## config.mk

```make
export PLATFORM = sky130hd
export DESIGN_NAME = sd_write
export DESIGN_NICKNAME = d
export VERILOG_FILES = /design/src/rtl/sd_pkg.sv /design/src/rtl/sd_resp_rx.sv /design/src/rtl/sd_write.sv
export SDC_FILE = /design/constraint.sdc
export NUM_CORES = 1
export LEC_CHECK = 0
export CORE_ASPECT_RATIO = 1.75
export CORE_MARGIN = 5
export CORE_UTILIZATION = 30
export CTS_BUF_LIST = sky130_fd_sc_hd__clkbuf_2 sky130_fd_sc_hd__clkbuf_4 sky130_fd_sc_hd__clkbuf_8
export DETAILED_ROUTE_END_ITERATION = 8
export GPL_TIMING_DRIVEN = 1
export PLACE_DENSITY = 0.55
export SLEW_MARGIN = 30
export SYNTH_ARGS = -nofsm -noshare
export SYNTH_HDL_FRONTEND = slang
export SYNTH_HIERARCHICAL = 1
export SYNTH_SLANG_ARGS = --single-unit
```

## constraint.sdc

```tcl
create_clock -name sys_clk -period 6.05 [get_ports sys_clk]
set_clock_uncertainty 0.05 [all_clocks]
set_input_delay 0.605 -clock sys_clk [delete_from_list [all_inputs] [get_ports sys_clk]]
set_output_delay 0.605 -clock sys_clk [all_outputs]
set_load 0.03 [all_outputs]
```

## src/rtl/sd_pkg.sv

```systemverilog
// Shared SD SPI-mode definitions: command opcodes, tokens, writer state encoding.
package sd_pkg;

  localparam logic [7:0] CMD0         = 8'h40;
  localparam logic [7:0] CMD8         = 8'h48;
  localparam logic [7:0] CMD24        = 8'h58;
  localparam logic [7:0] CMD55        = 8'h77;
  localparam logic [7:0] ACMD41       = 8'h69;
  localparam logic [7:0] START_TOKEN  = 8'hFE;
  localparam logic [4:0] DRESP_ACCEPT = 5'b00101;

  typedef enum logic [3:0] {
    S_IDLE,
    S_SEND_CMD,
    S_CMD_ACK,
    S_GAP,
    S_TOKEN,
    S_DATA,
    S_CRC,
    S_DRESP,
    S_BUSY,
    S_TAIL
  } wr_state_t;

  // 48-bit SPI command frame with a dummy CRC byte.
  function automatic logic [47:0] cmd_frame(input logic [7:0] op, input logic [31:0] arg);
    return {op, arg, 8'hFF};
  endfunction

endpackage

```

## src/rtl/sd_resp_rx.sv

```systemverilog
// SD response receiver: waits for a start bit (0) on registered miso, then
// captures len bits MSB first (start bit included) and pulses resp_vld.
module sd_resp_rx (
  input  logic       sys_clk,
  input  logic       sys_rst_n,
  input  logic       en,
  input  logic [3:0] len,
  input  logic       miso_r,
  output logic [7:0] resp,
  output logic       resp_vld
);

  logic       active;
  logic [3:0] cnt;

  always_ff @(posedge sys_clk or negedge sys_rst_n) begin
    if (!sys_rst_n) begin
      active   <= 1'b0;
      cnt      <= '0;
      resp     <= '0;
      resp_vld <= 1'b0;
    end else begin
      resp_vld <= 1'b0;
      if (!en) begin
        active <= 1'b0;
        cnt    <= '0;
      end else if (active) begin
        resp <= {resp[6:0], miso_r};
        if (cnt == len - 4'd1) begin
          active   <= 1'b0;
          cnt      <= '0;
          resp_vld <= 1'b1;
        end else begin
          cnt <= cnt + 4'd1;
        end
      end else if (!miso_r) begin
        active <= 1'b1;
        resp   <= '0;
        cnt    <= 4'd1;
      end
    end
  end

endmodule

```

## src/rtl/sd_write.sv

```systemverilog
// SPI-mode single-block writer (CMD24): command, R1, start token, data block,
// dummy CRC, data response and busy wait. Optional timeouts: SD_WR_TIMEOUT_EN.
module sd_write
  import sd_pkg::*;
#(
  parameter int unsigned BLOCK_BYTES = 512,
  parameter int unsigned GAP_BITS    = 8,
  parameter logic [15:0] TIMEOUT_MAX = 16'd4095
) (
  input  logic        sys_clk,
  input  logic        sys_rst_n,
  input  logic        init_end,
  input  logic        wr_en,
  input  logic [31:0] wr_addr,
  input  logic [7:0]  wr_data,
  input  logic        miso,
  output logic        cs_n,
  output logic        mosi,
  output logic        wr_data_req,
  output logic        wr_busy,
  output logic        wr_done,
  output logic        wr_err
);

  localparam logic [12:0] DATA_LAST = 13'(BLOCK_BYTES * 8 - 1);
  localparam logic [12:0] GAP_LAST  = 13'(GAP_BITS - 1);
  localparam logic [9:0]  LAST_BYTE = 10'(BLOCK_BYTES - 1);

  wr_state_t   state, state_nxt;
  logic [12:0] bit_cnt;
  logic [47:0] shreg;
  logic [31:0] addr_q;
  logic        miso_r;
  logic [7:0]  resp;
  logic        resp_vld;
  logic        rx_en;
  logic [3:0]  rx_len;
  logic        timeout;
  logic        cnt_hold;

  sd_resp_rx u_resp_rx (
    .sys_clk  (sys_clk),
    .sys_rst_n(sys_rst_n),
    .en       (rx_en),
    .len      (rx_len),
    .miso_r   (miso_r),
    .resp     (resp),
    .resp_vld (resp_vld)
  );

`ifdef SD_WR_TIMEOUT_EN
  logic [15:0] to_cnt;
  logic        waiting;

  assign waiting = (state == S_CMD_ACK) || (state == S_DRESP) || (state == S_BUSY);
  assign timeout = waiting && (to_cnt == TIMEOUT_MAX);

  always_ff @(posedge sys_clk or negedge sys_rst_n) begin
    if (!sys_rst_n) begin
      to_cnt <= '0;
      wr_err <= 1'b0;
    end else begin
      to_cnt <= (!waiting || state_nxt != state) ? '0 : to_cnt + 16'd1;
      wr_err <= timeout;
    end
  end
`else
  assign timeout = 1'b0;
  assign wr_err  = 1'b0;
`endif

  always_ff @(posedge sys_clk or negedge sys_rst_n) begin
    if (!sys_rst_n) state <= S_IDLE;
    else            state <= state_nxt;
  end

  always_comb begin
    state_nxt = state;
    rx_en     = (state == S_CMD_ACK) || (state == S_DRESP);
    rx_len    = (state == S_DRESP) ? 4'd5 : 4'd8;
    cnt_hold  = (state == S_IDLE) || (state == S_CMD_ACK) ||
                (state == S_DRESP) || (state == S_BUSY);
    unique case (state)
      S_IDLE:     if (wr_en && init_end) state_nxt = S_SEND_CMD;
      S_SEND_CMD: if (bit_cnt == 13'd47) state_nxt = S_CMD_ACK;
      S_CMD_ACK: begin
        if (timeout)       state_nxt = S_IDLE;
        else if (resp_vld) state_nxt = (resp == 8'h00) ? S_GAP : S_SEND_CMD;
      end
      S_GAP:      if (bit_cnt == GAP_LAST) state_nxt = S_TOKEN;
      S_TOKEN:    if (bit_cnt == 13'd7) state_nxt = S_DATA;
      S_DATA:     if (bit_cnt == DATA_LAST) state_nxt = S_CRC;
      S_CRC:      if (bit_cnt == 13'd15) state_nxt = S_DRESP;
      S_DRESP: begin
        if (timeout)       state_nxt = S_IDLE;
        else if (resp_vld) state_nxt = (resp[4:0] == DRESP_ACCEPT) ? S_BUSY : S_IDLE;
      end
      S_BUSY: begin
        if (timeout)     state_nxt = S_IDLE;
        else if (miso_r) state_nxt = S_TAIL;
      end
      S_TAIL:     if (bit_cnt == GAP_LAST) state_nxt = S_IDLE;
      default:    state_nxt = S_IDLE;
    endcase
  end

  // mosi is the shift register MSB; every shift back-fills 1s so idle phases
  // (CMD_ACK, GAP, CRC, DRESP, BUSY, TAIL) drive mosi=1 without extra muxing.
  assign mosi = shreg[47];

  always_ff @(posedge sys_clk or negedge sys_rst_n) begin
    if (!sys_rst_n) begin
      bit_cnt     <= '0;
      shreg       <= '1;
      addr_q      <= '0;
      miso_r      <= 1'b1;
      cs_n        <= 1'b1;
      wr_busy     <= 1'b0;
      wr_done     <= 1'b0;
      wr_data_req <= 1'b0;
    end else begin
      miso_r  <= miso;
      bit_cnt <= (cnt_hold || state_nxt != state) ? '0 : bit_cnt + 13'd1;
      cs_n    <= (state_nxt == S_IDLE);
      wr_busy <= (state_nxt != S_IDLE);
      wr_done <= (state == S_TAIL) && (bit_cnt == GAP_LAST);
      // Request lands on bit 6 so the byte is present for the bit-7 load.
      wr_data_req <= ((state == S_TOKEN) && (bit_cnt == 13'd5)) ||
                     ((state == S_DATA) && (bit_cnt[2:0] == 3'd5) &&
                      (bit_cnt[12:3] != LAST_BYTE));
      if (state == S_IDLE && state_nxt == S_SEND_CMD) addr_q <= wr_addr;

      if (state_nxt == S_SEND_CMD && state != S_SEND_CMD)
        shreg <= cmd_frame(CMD24, (state == S_IDLE) ? wr_addr : addr_q);
      else if (state == S_GAP && state_nxt == S_TOKEN)
        shreg <= {START_TOKEN, 40'hFF_FFFF_FFFF};
      else if (((state == S_TOKEN) || (state == S_DATA && bit_cnt[12:3] != LAST_BYTE)) &&
               (bit_cnt[2:0] == 3'd7))
        shreg <= {wr_data, 40'hFF_FFFF_FFFF};
      else
        shreg <= {shreg[46:0], 1'b1};
    end
  end

endmodule

```

=== Word level (Yosys, flattened, before mapping) ===
Index checks and enable logic that the tools add are counted.

* Register bits after elaboration: 116
* Bits in latches: 0
* Memory bits (writable): 0
* ROM bits: 0
* Output and inout bits: 6
* Memories kept: 0

* Add/sub/neg operators: 3
* Multiply operators: 0
* Div/mod/pow operators: 0
* Order comparisons: 0
* Equal/unequal tests: 25
* Shifts and indexed selects: 0
* Multiplexer cells: 32
* Bitwise logic cells: 0
* Reduce and logical (&&, ||, !) cells: 22

{| class="wikitable"
|+ Operators with widths
! operator !! number
|-
| $mux 48 || 3
|-
| $mux 4 || 16
|-
| $pmux 4 s10 || 1
|-
| $mux 32 || 1
|-
| $eq 13x3->1 const B || 2
|-
| $eq 4x3->1 const B || 5
|-
| $mux 8 || 2
|-
| $add 13x1->13 const B || 1
|-
| $eq 13x12->1 const B || 1
|-
| $eq 13x4->1 const B || 1
|-
| $eq 13x6->1 const B || 1
|-
| $mux 13 || 1
|-
| $logic_and 1x1->1 || 10
|-
| $ne 10x9->1 const B || 1
|-
| $eq 4x1->1 const B || 2
|-
| $eq 4x2->1 const B || 2
|-
| $eq 4x4->1 const B || 2
|-
| $logic_not 4->1 || 2
|-
| $logic_not 8->1 || 1
|-
| $logic_or 1x1->1 || 7
|-
| $mux 1 || 7
|-
| $eq 3x3->1 const B || 2
|-
| $eq 5x3->1 const B || 1
|-
| $add 4x1->4 const B || 1
|-
| other kinds (9) || 9
|}

=== Logic depth before layout (Yosys ltp) ===
Gate-level depths: netlist (run 1).

* Depth after elaboration: 8
* Gate-level depth with buffers: 9
* Mapped depth without buffers: 8

=== Cells and area by module ===
Netlist (run 1), hierarchy kept.

{| class="wikitable"
|+ By module, submodules not included
! module !! times used !! cells each !! area an instance (um2) !! sequential area each (um2)
|-
| sd_write || 1 || 372 || 4521.8 || 2404.8
|-
| sd_resp_rx || 1 || 56 || 644.4 || 350.3
|}

=== Worst setup path after synthesis (run 1) ===
No wires, ideal clock.

* Path kind: register to register
* Start point: register bit_cnt[10]
* End point: register shreg[15]
* Library setup time: 0.075 ns
* Data arrival time: 2.448 ns
* Data required time: 5.925 ns
* Path slack: 3.477 ns
* Cell stages (with the launch flop): 9
* Path buffers: 2
* Period minus slack after synthesis: 2.573 ns
* Path through: dfrtp_1 > or4_4 > or4_4 > a2bb2oi_4 > nand4_4 > and4b_1 > buf_6 > buf_6 > mux2i_1

* Longest elaborated chain between the ends: 7
* Elaborated cells between the ends (all ways): 22
* Classes of those cells: 7 x eq/ne; 10 x mux; 5 x reduce/logical

{| class="wikitable"
|+ RTL lines
! what !! RTL line !! source
|-
| start, declared || sd_write.sv:30 || <nowiki>logic [12:0] bit_cnt;</nowiki>
|-
| start signal, assigned || sd_write.sv:123 || <nowiki>bit_cnt <= (cnt_hold || state_nxt != state) ? '0 : bit_cnt + 13'd1;</nowiki>
|-
| $eq 13x3->1 (tied with other cells) || sd_write.sv:90, sd_write.sv:91, sd_write.sv:102 ||
|-
| $mux 4 (tied with other cells) || sd_write.sv:102 || <nowiki>S_TAIL: if (bit_cnt == GAP_LAST) state_nxt = S_IDLE;</nowiki>
|-
| $pmux 4 s10 * || sd_write.sv:83 || <nowiki>unique case (state)</nowiki>
|-
| named net state_nxt[0] || sd_write.sv:29 || <nowiki>wr_state_t state, state_nxt;</nowiki>
|-
| $eq 4x3->1 || sd_write.sv:135 || <nowiki>else if (state == S_GAP && state_nxt == S_TOKEN)</nowiki>
|-
| $logic_and 1x1->1 || sd_write.sv:135 ||
|-
| $mux 48 || sd_write.sv:135 ||
|-
| $mux 48 * || sd_write.sv:133 || <nowiki>if (state_nxt == S_SEND_CMD && state != S_SEND_CMD)</nowiki>
|-
| end signal, assigned || sd_write.sv:134 || <nowiki>shreg <= cmd_frame(CMD24, (state == S_IDLE) ? wr_addr : addr_q);</nowiki>
|-
| end signal, assigned || sd_write.sv:136 || <nowiki>shreg <= {START_TOKEN, 40'hFF_FFFF_FFFF};</nowiki>
|-
| end signal, assigned || sd_write.sv:139 || <nowiki>shreg <= {wr_data, 40'hFF_FFFF_FFFF};</nowiki>
|-
| end, declared || sd_write.sv:31 || <nowiki>logic [47:0] shreg;</nowiki>
|}

Mark *: on every way through the listed nets, which the timed path passes. The rest lies on a longest branch.
A chain may end at the register's enable or synchronous reset.

=== Worst setup path in the final report (run 1) ===
* Start point: register state[0]
* End point: register shreg[15]

* Elaborated cells between the ends (all ways): 33
* Classes of those cells: 12 x eq/ne; 15 x mux; 6 x reduce/logical

{| class="wikitable"
|+ RTL lines
! what !! RTL line !! source
|-
| start, declared || sd_write.sv:29 ||
|-
| start signal, assigned || sd_write.sv:74 || <nowiki>else state <= state_nxt;</nowiki>
|-
| $eq 4x4->1 (tied with other cells) || sd_write.sv:83 ||
|-
| $pmux 4 s10 * || sd_write.sv:83 ||
|-
| named net state_nxt[0] || sd_write.sv:29 ||
|-
| $eq 4x3->1 || sd_write.sv:135 ||
|-
| $logic_and 1x1->1 || sd_write.sv:135 ||
|-
| $mux 48 || sd_write.sv:135 ||
|-
| $mux 48 * || sd_write.sv:133 ||
|}

Marked as above.

==> key figures, run 1 <==
GRT
  – Maximum number of pins on one net before global-route repair: 77
  – GR Overflow Total: 0
  – Vias in the first global route: 3,471
  – Initial antenna violation count: 0
  – GRT Util Overall: 0.111
  – First-pass GRT wire length: 17.6 mm

Worst setup path
  – Max FO, Critical Path: 36
  – CP max stage cell: and3_2
  – Crit start category: register
  – Crit Path Category: register to register
  – Crit path buffers/inverters: 0
  – Max incr delay on CP: 0.79 ns
  – CP required: 6.30 ns
  – Worst EP arrival: 3.50 ns
  – CP cell instances: nor4_4, and3_2, a2111oi_1, nand4_4, and4b_4, mux2i_1
  – Delay-heaviest family, CP: simple AND/OR/NAND/NOR gates
  – Critical Path Sink Type: register

Floorplanning
  – Core area: 16,900 um^2
  – Die width: 109 um
  – Starting density of the core: 0.305
  – Die ar.: 20,000 um^2
  – Ports: 51
  – Die Span Y: 184 um
  – FP Rows: 63

Timing
  – Hold WS: 0.104 ns
  – TNS Setup: 0 ns
  – Tmin final: 3.26 ns
  – Fin. Hold Viols: 0
  – Slew HR: 0.436
  – Slew Limit Fails: 0
  – Final cycle utilization of the critical path: 0.538
  – RSZ-0062 raised after global routing: no
  – Final setup fails: 0
  – Worst slew pin tran: 0.846 ns
  – Peak Freq: 307 MHz

Yosys
  – Mean post-synth cell area: 12.1 um^2
  – Main synth FF type: dfrtp_1
  – Netlist Area Pre-Place: 5170 um^2
  – Number of synthesized flops with an enable pin: 0
  – Synthesized instance count: 428
  – Flops & latches, synth: 108
  – Sequential fraction of the synthesis area: 0.533
  – Fraction of registers with async set or reset after synthesis: 1.00
  – Unique masters post-synth: 56
  – Yosys Warn Count: 6

Finish
  – N_diodes: 0
  – Final nets: 519
  – Share of layout cells above drive strength 1: 0.224
  – Layout fillers: 1,673
  – Synth-to-Final Area Change: 17.6%

Clock tree
  – PostCTS Resize Cnt: 0
  – Setup Fix Bufs, Post-CTS: 0
  – Deepest clock path buffer count: 2
  – Clk sinks: 108
  – CTS tree: built
  – CTS hold repair buffers: 0
  – H-Tree Depth: 3
  – Clk pin slew, worst setup/hold paths: 0.10 ns
  – CTS root buffer: clkbuf_8
  – Latest clock arrival within the worst-skew pair: 0.37 ns
  – TritonCTS Buffers: 9

Route
  – DRC viols: 0
  – Vias: 3,315
  – Wirelength per Cell: 15.2 um
  – Post-route ant nets: 0
  – Vias per cell: 4.73
  – Total wire length: 10.6 mm
  – DR iter-0 viols: 139
  – DRT Pass-1 Iters: 4

Placed design
  – Dpl hpwl: 7.39 mm
  – IO Port Bufs: 49
  – Placer Congestion: 0.811

Power
  – Leakage power: 2.41 nW
  – Pwr dens: 208 nW/um^2
  – Largest vdd supply drop: 0.0923 mV

Status
  – Status: completed

Hold path
  – HP Class: input port to async pin

Run
  – Max Cap Viol: 0
## per-stage QoR
step	std cells	worst slack [ns]	cell area (um^2)	power [mW]	util
2_1_floorplan	430	3.48	5170	0.742	-
3_3_place_gp	685	2.48	5850	0.789	0.345
3_5_place_dp	685	2.66	5850	0.790	0.345
4_1_cts	701	2.73	6070	1.28	0.358
5_1_grt	701	2.61	6080	1.31	0.359
6_report	701	2.79	6080	1.26	0.359
## state kept, by name (all words and copies together), names as in the netlist
| register | count |
|---|---|
| miso_r | 1 |
| u_resp_rx/cnt | 4 |
| addr_q | 32 |
| u_resp_rx/active | 1 |
| state | 4 |
| u_resp_rx/resp_vld | 1 |
| wr_data_req | 1 |
| wr_done | 1 |
| shreg | 40 |
| wr_busy | 1 |
| u_resp_rx/resp | 8 |
| bit_cnt | 13 |
| cs_n | 1 |
## power by group
| part | total [mW] | internal (mW) | switching, mW |
|---|---|---|---|
| Combinational | 0.0511 | 0.0276 | 0.0236 |
| Sequential | 0.724 | 0.724 | 0.000311 |
| Clock | 0.486 | 0.242 | 0.244 |
## layer usage
metal	vias to the layer above	track usage	share of wire
li1	1584	-	-
met1	1679	0.141	0.43
met3	9	0.0193	0.022
met5	-	0	0
met4	0	0.0444	0.015
met2	43	0.187	0.53
## final cells by class
cell class                      count  area (um^2)  area share
Timing Repair Buffer               51          507      0.0834
Clock buffer                       11          139      0.0229
Multi-Input combinational cell    289         2280       0.375
Inverter                           10         37.5     0.00618
Clock inverter                      5         77.6      0.0128
Tap cell                          227          284      0.0467
Sequential cell                   108         2760       0.453
## synth_stat cells, drive strengths merged, types with 5 or more instances
master	count	share of area
mux2i	70	0.14
dfrtp	66	0.32
nor2	54	0.039
dfstp	42	0.21
mux2	33	0.072
nand2	15	0.011
clkbuf	13	0.0094
xnor2	12	0.020
buf	10	0.015
inv	10	0.0073
nand3	8	0.0078
a22o	7	0.012
xor2	7	0.012
a21oi	6	0.0058
nand4	6	0.010
nor3	6	0.0068
and3	5	0.0061
ha	5	0.012
nor4	5	0.0085
or4	5	0.0087
## path summary, 6_finish.rpt
kind                                        from                endpoint  slack (ns)  depth (start not counted)
max                           state[0]$_DFF_PN0_     shreg[15]$_DFF_PN1_        2.79                          6
min                                    sys_rst_n   addr_q[7]$_DFFE_PN0P_        0.10                          1
max reg2reg                   state[0]$_DFF_PN0_     shreg[15]$_DFF_PN1_        2.79                          6
min reg2reg                addr_q[0]$_DFFE_PN0P_      shreg[8]$_DFF_PN1_        0.46                          2
max in group asynchronous              sys_rst_n  addr_q[27]$_DFFE_PN0P_        4.80                          2
min in group sys_clk       addr_q[0]$_DFFE_PN0P_      shreg[8]$_DFF_PN1_        0.46                          2
## cells by family after synthesis
logic type / after synthesis / synth area share
mux: 103 / 0.208
compound gates: 31 / 0.0467
simple gates: 127 / 0.134
fa+ha+maj: 6 / 0.0140
other cells: 1 / 0.000726
xor+xnor: 19 / 0.0322
flops: 108 / 0.533
buf+inv: 33 / 0.0315
## cells in the final DEF (no fill, tap or decap), types with 3 or more instances in the layout
cell,Yosys,routed
a21oi_1,6,6
a22o_1,7,7
a31oi_1,3,3
and2_1,3,3
and3_1,5,4
clkbuf_8,0,9
clkdlybuf4s50_1,0,48
conb_1,1,3
dfrtp_1,66,66
dfstp_2,42,42
ha_1,5,5
inv_1,10,10
mux2_2,33,33
mux2i_1,70,70
nand2_1,15,14
nand2b_1,3,3
nand3_1,8,8
nand3b_1,3,3
nand4_1,5,5
nor2_1,54,54
nor3_1,5,5
nor4_1,3,3
or4_1,3,3
xnor2_1,12,12
xor2_1,7,7
## worst register-to-register path: stages (launching register included)
cell and delay [ns]:
dfrtp_1 0.57, nor4_4 0.36, and3_2 0.79, a2111oi_1 0.19, nand4_4 0.19, and4b_4 0.74, mux2i_1 0.31
No activity file was read; power rests on OpenSTA's default activity.
==> run 2, diff against run 1 <==
Clock period 6.05 ns to 3.4 ns, I/O delays scaled along.
==> run 2 against run 1 <==
Compared with the run above: hold slack better by 0.21 ns; flip-flop and latch count unchanged; largest power group unchanged; power increased by 75%.
==> key figures, run 2 (synthesis results as in run 1) <==
GRT
  – First-pass GRT wire length: 17.3 mm (-1.9%)
  – Initial antenna violation count: 0 (unchanged)
  – Vias in the first global route: 3,516 (+1.3%)
  – GR Overflow Total: 0 (unchanged)
  – GRT Util Overall: 0.109 (-0.00239)
  – Maximum number of pins on one net before global-route repair: 46 (-40%)

Floorplanning
  – Die Span Y: 184 um (unchanged)
  – FP Rows: 63 (unchanged)
  – Starting density of the core: 0.305 (unchanged)
  – Die width: 109 um (unchanged)
  – Ports: 51 (unchanged)
  – Die ar.: 20,000 um^2 (unchanged)
  – Core area: 16,900 um^2 (unchanged)

Clock tree
  – Clk pin slew, worst setup/hold paths: 0.10 ns (about the same)
  – CTS tree: built
  – CTS root buffer: clkbuf_8
  – CTS hold repair buffers: 1 (+1)
  – Setup Fix Bufs, Post-CTS: 0 (unchanged)
  – TritonCTS Buffers: 9 (unchanged)
  – Clk sinks: 108 (unchanged)
  – Deepest clock path buffer count: 2 (unchanged)
  – Latest clock arrival within the worst-skew pair: 0.37 ns (about the same)
  – PostCTS Resize Cnt: 0 (unchanged)
  – H-Tree Depth: 3 (unchanged)

Timing
  – Slew HR: 0.596 (+0.160)
  – RSZ-0062 raised after global routing: no
  – Final setup fails: 0 (unchanged)
  – Worst slew pin tran: 0.605 ns (-0.240 ns)
  – Peak Freq: 357 MHz (+16%)
  – Fin. Hold Viols: 0 (unchanged)
  – Slew Limit Fails: 0 (unchanged)
  – Tmin final: 2.80 ns (-0.455 ns)
  – Final cycle utilization of the critical path: 0.824 (+0.286)
  – TNS Setup: 0 ns (unchanged)

Finish
  – Largest registers: shreg x40, addr_q x32, bit_cnt x13
  – FF+latch area: 2760 um^2 (unchanged)
  – Largest Register: shreg
  – Share of layout cells above drive strength 1: 0.228 (+0.00393)
  – Synth-to-Final Area Change: 18.5%
  – Layout fillers: 1,692 (+1.1%)
  – Max reg flops: 40 (unchanged)
  – Commonest non-fill, non-tap cell in the layout: mux2i_1
  – Final Util: 0.361 (+0.00258)
  – Commonest non-fill, non-tap cells in the layout: 70 x mux2i_1, 66 x dfrtp_1, 54 x nor2_1, 48 x clkdlybuf4s50_1, 42 x dfstp_2
  – N_diodes: 0 (unchanged)
  – Final nets: 524 (+0.96%)
  – Area of the multi-input gates: 2270 um^2 (-0.22%)

Placed design
  – Placer Congestion: 0.830 (+2.3%)
  – IO Port Bufs: 49 (unchanged)
  – Dpl hpwl: 7.09 mm (-4.0%)

Worst setup path
  – Critical Path Sink Type: register
  – Max FO, Critical Path: 36 (unchanged)
  – R2R setup slack: 0.60 ns (-2.20 ns)
  – CP required: 3.65 ns (-2.65 ns)
  – Crit start category: register
  – Worst Reg-to-Reg Cells: 7 (+1)
  – R2r endpoint: shreg[14]$_DFF_PN1_
  – Worst EP arrival: 3.05 ns (-0.45 ns)
  – Crit Path Category: register to register
  – Worst r2r src: bit_cnt[9]$_DFF_PN0_

Route
  – DR iter-0 viols: 97 (-30%)
  – DRC viols: 0 (unchanged)
  – Wirelength per Cell: 14.4 um (-4.7%)
  – Post-route ant nets: 0 (unchanged)
  – Total wire length: 10.2 mm (-4.1%)
  – Vias per cell: 4.65 (-1.6%)
  – DRT Pass-1 Iters: 4 (unchanged)
  – Vias: 3,286 (-0.87%)

Hold path
  – Min-Delay Endpoint: miso_r$_DFF_PN1_
  – HP Class: input port to register
  – Min-delay src: miso
  – Hold depth: 1

Status
  – Status: completed

Power
  – Leakage power: 2.44 nW (+1.1%)
  – Pwr dens: 360 nW/um^2 (+73%)
  – Largest vdd supply drop: 0.164 mV (+78%)

Run
  – Max Cap Viol: 0 (unchanged)
-- run 2: cell count changes in the layout (fill, tap and decap cells not counted), sizes merged --
cell / delta
clkbuf: +1
bufinv: -1
dlygate4sd3: +1
buf: +4
-- run 2: worst max-delay path by stage --
stage | start | to | cells after the start
final | bit_cnt[9]$_DFF_PN0_ | shreg[14]$_DFF_PN1_ | 7
after global routing | bit_cnt[10]$_DFF_PN0_ | shreg[21]$_DFF_PN1_ | 7
after CTS | bit_cnt[9]$_DFF_PN0_ | shreg[14]$_DFF_PN1_ | 7
after detailed placement | bit_cnt[10]$_DFF_PN0_ | shreg[18]$_DFF_PN1_ | 7
after global placement | bit_cnt[10]$_DFF_PN0_ | shreg[28]$_DFF_PN1_ | 7
after floorplan | bit_cnt[10]$_DFF_PN0_ | shreg[15]$_DFF_PN1_ | 8
-- run 2: metal layers --
metal / GRT usage / share of wire
met1: 0.133 / 0.43
met2: 0.187 / 0.52
met3: 0.0207 / 0.034
met4: 0.0434 / 0.020
met5: 0 / 0
-- run 2: area by class of cell --
| cell class | count | area share |
|---|---|---|
| clock inverters | 4 | 0.00838 |
| well taps | 227 | 0.0464 |
| clock buffers | 12 | 0.0249 |
| flip-flops and latches | 108 | 0.450 |
| multi-input cells | 289 | 0.371 |
| inverters | 10 | 0.00613 |
| repair buffers | 56 | 0.0928 |
-- run 2: per-stage QoR --
step	cells	total power, mW	hold slack [ns]	setup slack, ns	instance area, um^2
floorplan	430	1.32	-0.00559	0.827	5170
global placement	689	1.41	0.329	0.694	5900
finish	706	2.20	0.317	0.598	6120
detailed placement	689	1.41	0.354	0.625	5900
CTS	706	2.24	0.297	0.603	6120
global route	706	2.29	0.292	0.424	6120
-- run 2: report_power, final --
| group | switching [mW] | total (mW) | internal, mW |
|---|---|---|---|
| Clock | 0.440 | 0.819 | 0.378 |
| Combinational | 0.0425 | 0.0942 | 0.0517 |
| Sequential | 0.000697 | 1.29 | 1.29 |
| Total | 0.483 | 2.20 | 1.72 |
-- run 2: critical path: stages (launching register included) --
cell	delay (ns)
dfrtp_1	0.41
or4_4	0.57
nor4_1	0.47
nor2_1	0.10
a211o_1	0.29
and4b_2	0.33
buf_12	0.24
mux2i_1	0.24
